### src/rtl/vc_scheduler_pkg.sv
// Shared constants for the two-VC weighted scheduler.
// FSM encoding and the destination-select bit of a packet word.
package vc_scheduler_pkg;

  localparam logic [1:0] IDLE   = 2'd0;
  localparam logic [1:0] SERVE0 = 2'd1;
  localparam logic [1:0] SERVE1 = 2'd2;

  localparam int DEST_BIT = 4;

endpackage

### src/rtl/vc_credit_counter.sv
// Burst credit counter: load, decrement, and a flag for the last credit.
// Load wins over decrement so a reload on the last pop starts a fresh burst.
module vc_credit_counter #(
  parameter int W = 4
) (
  input  logic         clk,
  input  logic         reset_L,
  input  logic         load,
  input  logic [W-1:0] load_val,
  input  logic         dec,
  output logic         expired
);

  logic [W-1:0] count;

  always_ff @(posedge clk or negedge reset_L) begin
    if (!reset_L) begin
      count <= '0;
    end else if (load) begin
      count <= load_val;
    end else if (dec) begin
      count <= count - 1'b1;
    end
  end

  assign expired = (count == W'(1));

endmodule

### src/rtl/vc_scheduler.sv
// Weighted round-robin scheduler between two VC FIFOs, forwarding
// each popped word to D0 or D1 one cycle later by its destination bit.
module vc_scheduler
  import vc_scheduler_pkg::*;
#(
  parameter int WORD_SIZE = 6,
  parameter int WEIGHT_W  = 4
) (
  input  logic                 clk,
  input  logic                 reset_L,
  input  logic                 enable,
  input  logic [WEIGHT_W-1:0]  weight_vc0,
  input  logic [WEIGHT_W-1:0]  weight_vc1,
  input  logic                 vc0_empty,
  input  logic                 vc1_empty,
  input  logic [WORD_SIZE-1:0] vc0_data,
  input  logic [WORD_SIZE-1:0] vc1_data,
  input  logic                 pause_d0,
  input  logic                 pause_d1,
  output logic                 pop_vc0,
  output logic                 pop_vc1,
  output logic [WORD_SIZE-1:0] data_out,
  output logic                 push_d0,
  output logic                 push_d1,
  output logic                 grant_vc,
  output logic                 idle_out
);

  localparam logic [WEIGHT_W-1:0] ONE = WEIGHT_W'(1);

  logic [1:0]           state;
  logic [1:0]           state_nx;
  logic                 elig0;
  logic                 elig1;
  logic                 pause;
  logic [WEIGHT_W-1:0]  w0;
  logic [WEIGHT_W-1:0]  w1;
  logic                 load;
  logic                 dec;
  logic [WEIGHT_W-1:0]  load_val;
  logic                 expired;
  logic                 pop_any;
  logic [WORD_SIZE-1:0] pop_word;

  assign pause = pause_d0 | pause_d1;
  assign elig0 = enable & ~vc0_empty & ~pause;
  assign elig1 = enable & ~vc1_empty & ~pause;

  assign w0 = (weight_vc0 == '0) ? ONE : weight_vc0;
  assign w1 = (weight_vc1 == '0) ? ONE : weight_vc1;

  assign pop_vc0 = (state == SERVE0) & elig0;
  assign pop_vc1 = (state == SERVE1) & elig1;
  assign pop_any = pop_vc0 | pop_vc1;
  assign pop_word = pop_vc1 ? vc1_data : vc0_data;

  always_comb begin
    state_nx = state;
    load     = 1'b0;
    load_val = w0;
    dec      = 1'b0;
    unique case (1'b1)
      state == SERVE0: begin
        if (!enable) begin
          state_nx = IDLE;
        end else if (pop_vc0) begin
          if (!expired) begin
            dec = 1'b1;
          end else if (elig1) begin
            state_nx = SERVE1;
            load     = 1'b1;
            load_val = w1;
          end else begin
            load     = 1'b1;
            load_val = w0;
          end
        end else if (vc0_empty) begin
          if (elig1) begin
            state_nx = SERVE1;
            load     = 1'b1;
            load_val = w1;
          end else begin
            state_nx = IDLE;
          end
        end
      end
      state == SERVE1: begin
        if (!enable) begin
          state_nx = IDLE;
        end else if (pop_vc1) begin
          if (!expired) begin
            dec = 1'b1;
          end else if (elig0) begin
            state_nx = SERVE0;
            load     = 1'b1;
            load_val = w0;
          end else begin
            load     = 1'b1;
            load_val = w1;
          end
        end else if (vc1_empty) begin
          if (elig0) begin
            state_nx = SERVE0;
            load     = 1'b1;
            load_val = w0;
          end else begin
            state_nx = IDLE;
          end
        end
      end
      default: begin
        if (elig0) begin
          state_nx = SERVE0;
          load     = 1'b1;
          load_val = w0;
        end else if (elig1) begin
          state_nx = SERVE1;
          load     = 1'b1;
          load_val = w1;
        end else begin
          state_nx = IDLE;
        end
      end
    endcase
  end

  vc_credit_counter #(
    .W (WEIGHT_W)
  ) u_credit (
    .clk      (clk),
    .reset_L  (reset_L),
    .load     (load),
    .load_val (load_val),
    .dec      (dec),
    .expired  (expired)
  );

  always_ff @(posedge clk or negedge reset_L) begin
    if (!reset_L) begin
      state <= IDLE;
    end else begin
      state <= state_nx;
    end
  end

  // grant follows the served VC and is left untouched while idle
  always_ff @(posedge clk or negedge reset_L) begin
    if (!reset_L) begin
      grant_vc <= 1'b0;
    end else if (state_nx == SERVE1) begin
      grant_vc <= 1'b1;
    end else if (state_nx == SERVE0) begin
      grant_vc <= 1'b0;
    end
  end

  always_ff @(posedge clk or negedge reset_L) begin
    if (!reset_L) begin
      data_out <= '0;
      push_d0  <= 1'b0;
      push_d1  <= 1'b0;
    end else begin
      push_d0 <= pop_any & ~pop_word[DEST_BIT];
      push_d1 <= pop_any & pop_word[DEST_BIT];
      if (pop_any) begin
        data_out <= pop_word;
      end
    end
  end

  assign idle_out = (state == IDLE) & ~push_d0 & ~push_d1;

endmodule

### config.mk
export PLATFORM = sky130hd
export DESIGN_NAME = vc_scheduler
export DESIGN_NICKNAME = d
export VERILOG_FILES = /design/src/rtl/vc_scheduler_pkg.sv /design/src/rtl/vc_credit_counter.sv /design/src/rtl/vc_scheduler.sv
export SDC_FILE = /design/constraint.sdc
export NUM_CORES = 1
export LEC_CHECK = 0
export BUFFER_PORTS_ARGS = -buffer_cell sky130_fd_sc_hd__buf_2
export CELL_PAD_IN_SITES_DETAIL_PLACEMENT = 0
export CELL_PAD_IN_SITES_GLOBAL_PLACEMENT = 1
export CORE_ASPECT_RATIO = 1.1
export CORE_MARGIN = 5
export CORE_UTILIZATION = 37
export DETAILED_ROUTE_END_ITERATION = 7
export PLACE_DENSITY_LB_ADDON = 0.1
export SETUP_SLACK_MARGIN = 0.3
export SLEW_MARGIN = 30
export SYNTH_ARGS = -nofsm -noshare
export SYNTH_HDL_FRONTEND = slang
export SYNTH_SLANG_ARGS = --single-unit
### constraint.sdc
create_clock -name clk -period 2.4 [get_ports clk]
set_input_delay 0.72 -clock clk [delete_from_list [all_inputs] [get_ports clk]]
set_output_delay 0.72 -clock clk [all_outputs]
set_load 0.02 [all_outputs]
Word level (Yosys, flattened, before mapping):

Cells that the tools add are included.

* bits in writable memories: 0
* bits of input ports: 27
* bits in latches: 0
* memories: 0
* bits in read-only memories: 0
* output and inout port bits: 12
* flip-flop bits (word level): 15

* $add $sub $neg: 1
* multiplexer cells: 49
* bitwise logic cells: 18
* order comparisons: 0
* divide/modulo/power cells: 0
* eq/ne operators: 5
* multiply operators: 0
* shift-type cells: 0
* reduce and logical (&&, ||, !) cells: 5

Operators by type and width (count)
* $mux W4: 14
* $mux W2: 12
* $mux W1: 18
* $and A1 B1 Y1: 10
* $logic_not A4 Y1: 2
* $pmux W4 S2: 1
* $mux W6: 1
* $not A1 Y1: 6
* $eq A2 B1 Y1 const B: 2
* $eq A2 B2 Y1 const B: 2
* $eq A4 B1 Y1 const B: 1
* $pmux W1 S2: 2
* $pmux W2 S2: 1
* $reduce_bool A2 Y1: 2
* $sub A4 B1 Y4 const B: 1
* $logic_not A2 Y1: 1
* $or A1 B1 Y1: 2

Depth between registers and ports, before layout:

* depth in word-level cells: 11
* depth in mapped cells: 10
* depth with buffers taken out: 9

Hierarchy:

From an unflattened synthesis, not the netlist that was laid out.

* cell total of the unflattened synthesis: 141
* area, all modules: 1221.2 um^2

By module, submodules not included
* vc_scheduler: cells an instance 119, times used 1, area each 978.4 um^2
* vc_credit_counter: cells an instance 22, times used 1, area each 242.7 um^2

Worst setup path after synthesis:

OpenSTA, ideal clock, no wires.

* path type: input port to flip-flop
* start: input vc0_empty
* end: register grant_vc
* setup slack: -0.185 ns
* stages on the path: 7
* buffers on the path: 1
* data required time: 2.275 ns
* arrival time: 2.460 ns
* path through: buf_2 > or4b_2 > a21oi_1 > a21o_1 > a31oi_1 > ha_1 > mux2_2

* word-level cells in the longest chain between the ends: 10

RTL lines
* start: declaration: RTL line vc_scheduler.sv:14 `input logic vc0_empty,`
* $not A1 Y1: RTL line vc_scheduler.sv:46 `assign elig0 = enable & ~vc0_empty & ~pause;`
* $and A1 B1 Y1 (2 in a row): RTL line vc_scheduler.sv:46
* $mux W1 or $mux W2 (tied branches): RTL line vc_scheduler.sv:102, vc_scheduler.sv:93
* $mux W2 (on tied branches): RTL line vc_scheduler.sv:101, vc_scheduler.sv:91
* $mux W2: RTL line vc_scheduler.sv:90 `end else if (pop_vc1) begin`
* $mux W2: RTL line vc_scheduler.sv:88 `if (!enable) begin`
* $pmux W2 S2 (*): RTL line vc_scheduler.sv:62 `unique case (1'b1)`
* $eq A2 B2 Y1 or $eq A2 B1 Y1 (tied branches): RTL line vc_scheduler.sv:150, vc_scheduler.sv:152
* $mux W1 or $reduce_bool A2 Y1 (tied branches)
* end signal: assignment: RTL line vc_scheduler.sv:149 `grant_vc <= 1'b0;`
* end signal: assignment: RTL line vc_scheduler.sv:151 `grant_vc <= 1'b1;`
* end signal: assignment: RTL line vc_scheduler.sv:153 `grant_vc <= 1'b0;`
* end: declaration: RTL line vc_scheduler.sv:25 `output logic grant_vc,`

Mark *: on every way between the ends. The rest lies on a longest branch, timed or not.
A chain may end at the register's enable or synchronous reset.

Worst setup path after layout:

* start: input pause_d1
* end: output pop_vc1

* word-level cells in the longest chain between the ends: 4

RTL lines
* start: declaration: RTL line vc_scheduler.sv:19 `input logic pause_d1,`
* $or A1 B1 Y1: RTL line vc_scheduler.sv:45 `assign pause = pause_d0 | pause_d1;`
* $not A1 Y1: RTL line vc_scheduler.sv:47 `assign elig1 = enable & ~vc1_empty & ~pause;`
* $and A1 B1 Y1: RTL line vc_scheduler.sv:47
* $and A1 B1 Y1: RTL line vc_scheduler.sv:53 `assign pop_vc1 = (state == SERVE1) & elig1;`
* end: declaration: RTL line vc_scheduler.sv:21 `output logic pop_vc1,`

No other way between the ends.

==> impl_metrics.tcl <==
set metrics [dict create \
    path_max_fanout 7 \
    clock_power_share_pct 21.2 \
    finalCriticalPeriod_ns 2.22 \
    timing.critical_path.mode_cell "buf_6" \
    synth-seq-cells 15 \
    path_clk_slew_ns 0.06 \
    dr.first_iter.drc_count 43 \
    ys.flop_type "dfrtp_1" \
    relSlewSlack_pct 64.9 \
    yosysWarnings 0 \
    cts_tree "yes" \
    criticalPathCategory "input pin to primary output" \
    fin_crit_sh_pct 92.6 \
    endpoint_kind "primary output" \
    async_reset_ff_share_pct 100 \
    pwr-share-seq_pct 35.8 \
    insertion_delay_ns 0.24 \
    peakVddDrop_mv 0.295 \
    portBuffers 38 \
    grt_max_degree 16 \
    rsz0062_at_grt "true" \
    grt_antenna_before_repair 0 \
    p_per_area_mw_per_mm2 422 \
    num_rows 23 \
    hp-class "input pin to asynchronous set/reset pin" \
    hpwl_mm 3.43 \
    final_common_cell "buf_4" \
    die_w_um 67.3 \
    status "finished, final reports clean" \
    grt.total_usage_pct 19.6 \
    final_cells 301 \
    crit_chain "buf_12 -> nor4b_4 -> buf_6 -> nand2_4 -> inv_2 -> buf_6" \
    cts.sinks 15 \
    first_pass_iters 4 \
    area_delta_synth_final_pct 67.9 \
    drive_gt1_share_pct 50.6 \
    cts_buffers 3 \
    clockRootBuffer "clkbuf_8" \
    grt_pass1_wl_mm 7.59 \
    synth_cell_types 56 \
    rr_worst_depth 10 \
    syn-num-nets 198 \
    hold_violations 0 \
    cp_data_required_time_ns 1.68 \
    final_core_util_pct 62.9 \
    n_antenna_cell 0 \
    drc 0 \
    num-nets-final 285 \
    skew_ns 0.000641 \
    globalplace.congestion 0.944 \
    die_h_um 73.0 \
    postRouteWirelength_mm 4.43 \
    total_power_uw 947 \
    clock_path_buffers 2 \
    final_max_slew_viol_count 0 \
    grt-ovfl-total 0 \
    vias_per_cell 5.37 \
    start_util_pct 37.4 \
    p_int_uw 626 \
    core_mm2 0.00357 \
    dieArea_mm2 0.00491 \
    p_switching_uw 320 \
    finalWorstSetupSlack_ns 0.178 \
    yosysSeqAreaShare_pct 28.1 \
    crit_arrival_ns 1.50 \
    layout_common_cells "buf_4, buf_2, nand2_1, dfrtp_1, nor2_1" \
    leakagePower_nw 1.02 \
    grt_pass1_vias 1757 \
    syn-mean-instance-area_um2 8.10 \
    io-pin-count 39 \
    setup_viol 0 \
    crit_path_start_kind "input pin" \
    cts_max_level 1 \
    synth_edf_count 0 \
    wl_per_cell_um 14.7 \
    cap_viol_max_count 0 \
    ant_nets 0 \
    worst-slew-pin-transition_ns 0.520 \
    netlist_area_mm2 0.00134 \
    dr_total_vias 1616 \
    cpMaxStageDelayCell "nor4b_4" \
    p_sw_share_pct 33.8 \
    max_freq_ghz 0.450 \
    syn_inst 165 \
    combPwrFrac_pct 43.0 \
    dp_cells 280 \
    pre_cts_slack_ns -0.132 \
    cp_slowest_stage_delay_ns 0.28 \
]
area by class of cell:
cell class | instances | area (um^2)
clock buffer | 4 | 45.0
fill | 336 | 1330
inverter | 10 | 42.5
multi-input combinational | 133 | 1070
sequential | 15 | 375
tap | 50 | 62.6
timing repair buffer | 89 | 651
cells in the mapped netlist, drive strengths merged (3+ instances only):
cell type / instances / share of area (%)
nand2: 24 / 6.9
dfrtp: 15 / 28
nor2: 15 / 4.4
a21oi: 11 / 4.1
o21ai: 10 / 3.7
inv: 9 / 2.5
a31oi: 7 / 3.3
ha: 6 / 5.6
and3: 5 / 2.8
a22oi: 4 / 2.6
buf: 4 / 1.7
nand3: 4 / 1.5
nor3: 4 / 1.5
nor3b: 4 / 3.0
o211ai: 4 / 2.2
clkbuf: 3 / 0.84
o311ai: 3 / 2.0
flip-flops by register name (all words and copies together) (netlist names):
| name | cells |
|---|---|
| data_out | 6 |
| push_d0 | 1 |
| u_credit.count | 4 |
| push_d1 | 1 |
| state | 2 |
| grant_vc | 1 |
power groups by stage:
stage | Sequential [mW] | Combinational (mW) | Clock [mW]
6_report | 0.339 | 0.407 | 0.200
5_1_grt | 0.344 | 0.446 | 0.214
4_1_cts | 0.336 | 0.391 | 0.203
3_5_place_dp | 0.331 | 0.313 | 0
3_3_place_gp | 0.331 | 0.306 | 0
2_1_floorplan | 0.345 | 0.159 | 0
worst max-delay path, delay by kind of cell:
kind                   cells  cell delay [ns]
buffers and inverters      4             0.44
and+or+nand+nor            2             0.34
repair_timing:
item,in CTS,in global routing
pin swaps,18,5
setup endpoints to repair,7,7
hold buffers,0,0
gates cloned,0,0
resized for setup,46,5
buffers inserted,13,4
stage by stage:
stage                     hold WS (ns)  instance area (um^2)  TNS [ns]
after floorplan                  0.424                  1400         0
after global placement           0.496                  1860    -0.326
after detailed placement         0.497                  1860    -0.439
after CTS                        0.379                  2180         0
after global routing             0.397                  2240         0
final                            0.372                  2240         0
worst paths after layout:
path | startpoint | slack (ns) | endpoint
max reg2reg | u_credit.count[1] | 0.23 | u_credit.count[2]
min reg2reg | grant_vc | 0.51 | grant_vc
min | reset_L | 0.37 | data_out[2]
max in group asynchronous | reset_L | 1.78 | state[0]
max | pause_d1 | 0.18 | pop_vc1
min in group clk | grant_vc | 0.51 | grant_vc
logic make-up after synthesis:
group	synth area share, %
flops	28.1
fa+ha+maj	5.62
compound gates	27.4
simple gates	31.2
mux	2.34
buf+inv	5.34
layer usage:
| layer | global-route usage (%) | share of wire [%] |
|---|---|---|
| met1 | 22.6 | 40 |
| met3 | 2.00 | 4.4 |
| met2 | 35.9 | 53 |
| met5 | 0 | 0 |
| met4 | 8.56 | 2.2 |
(Power assumes the default switching activity.)
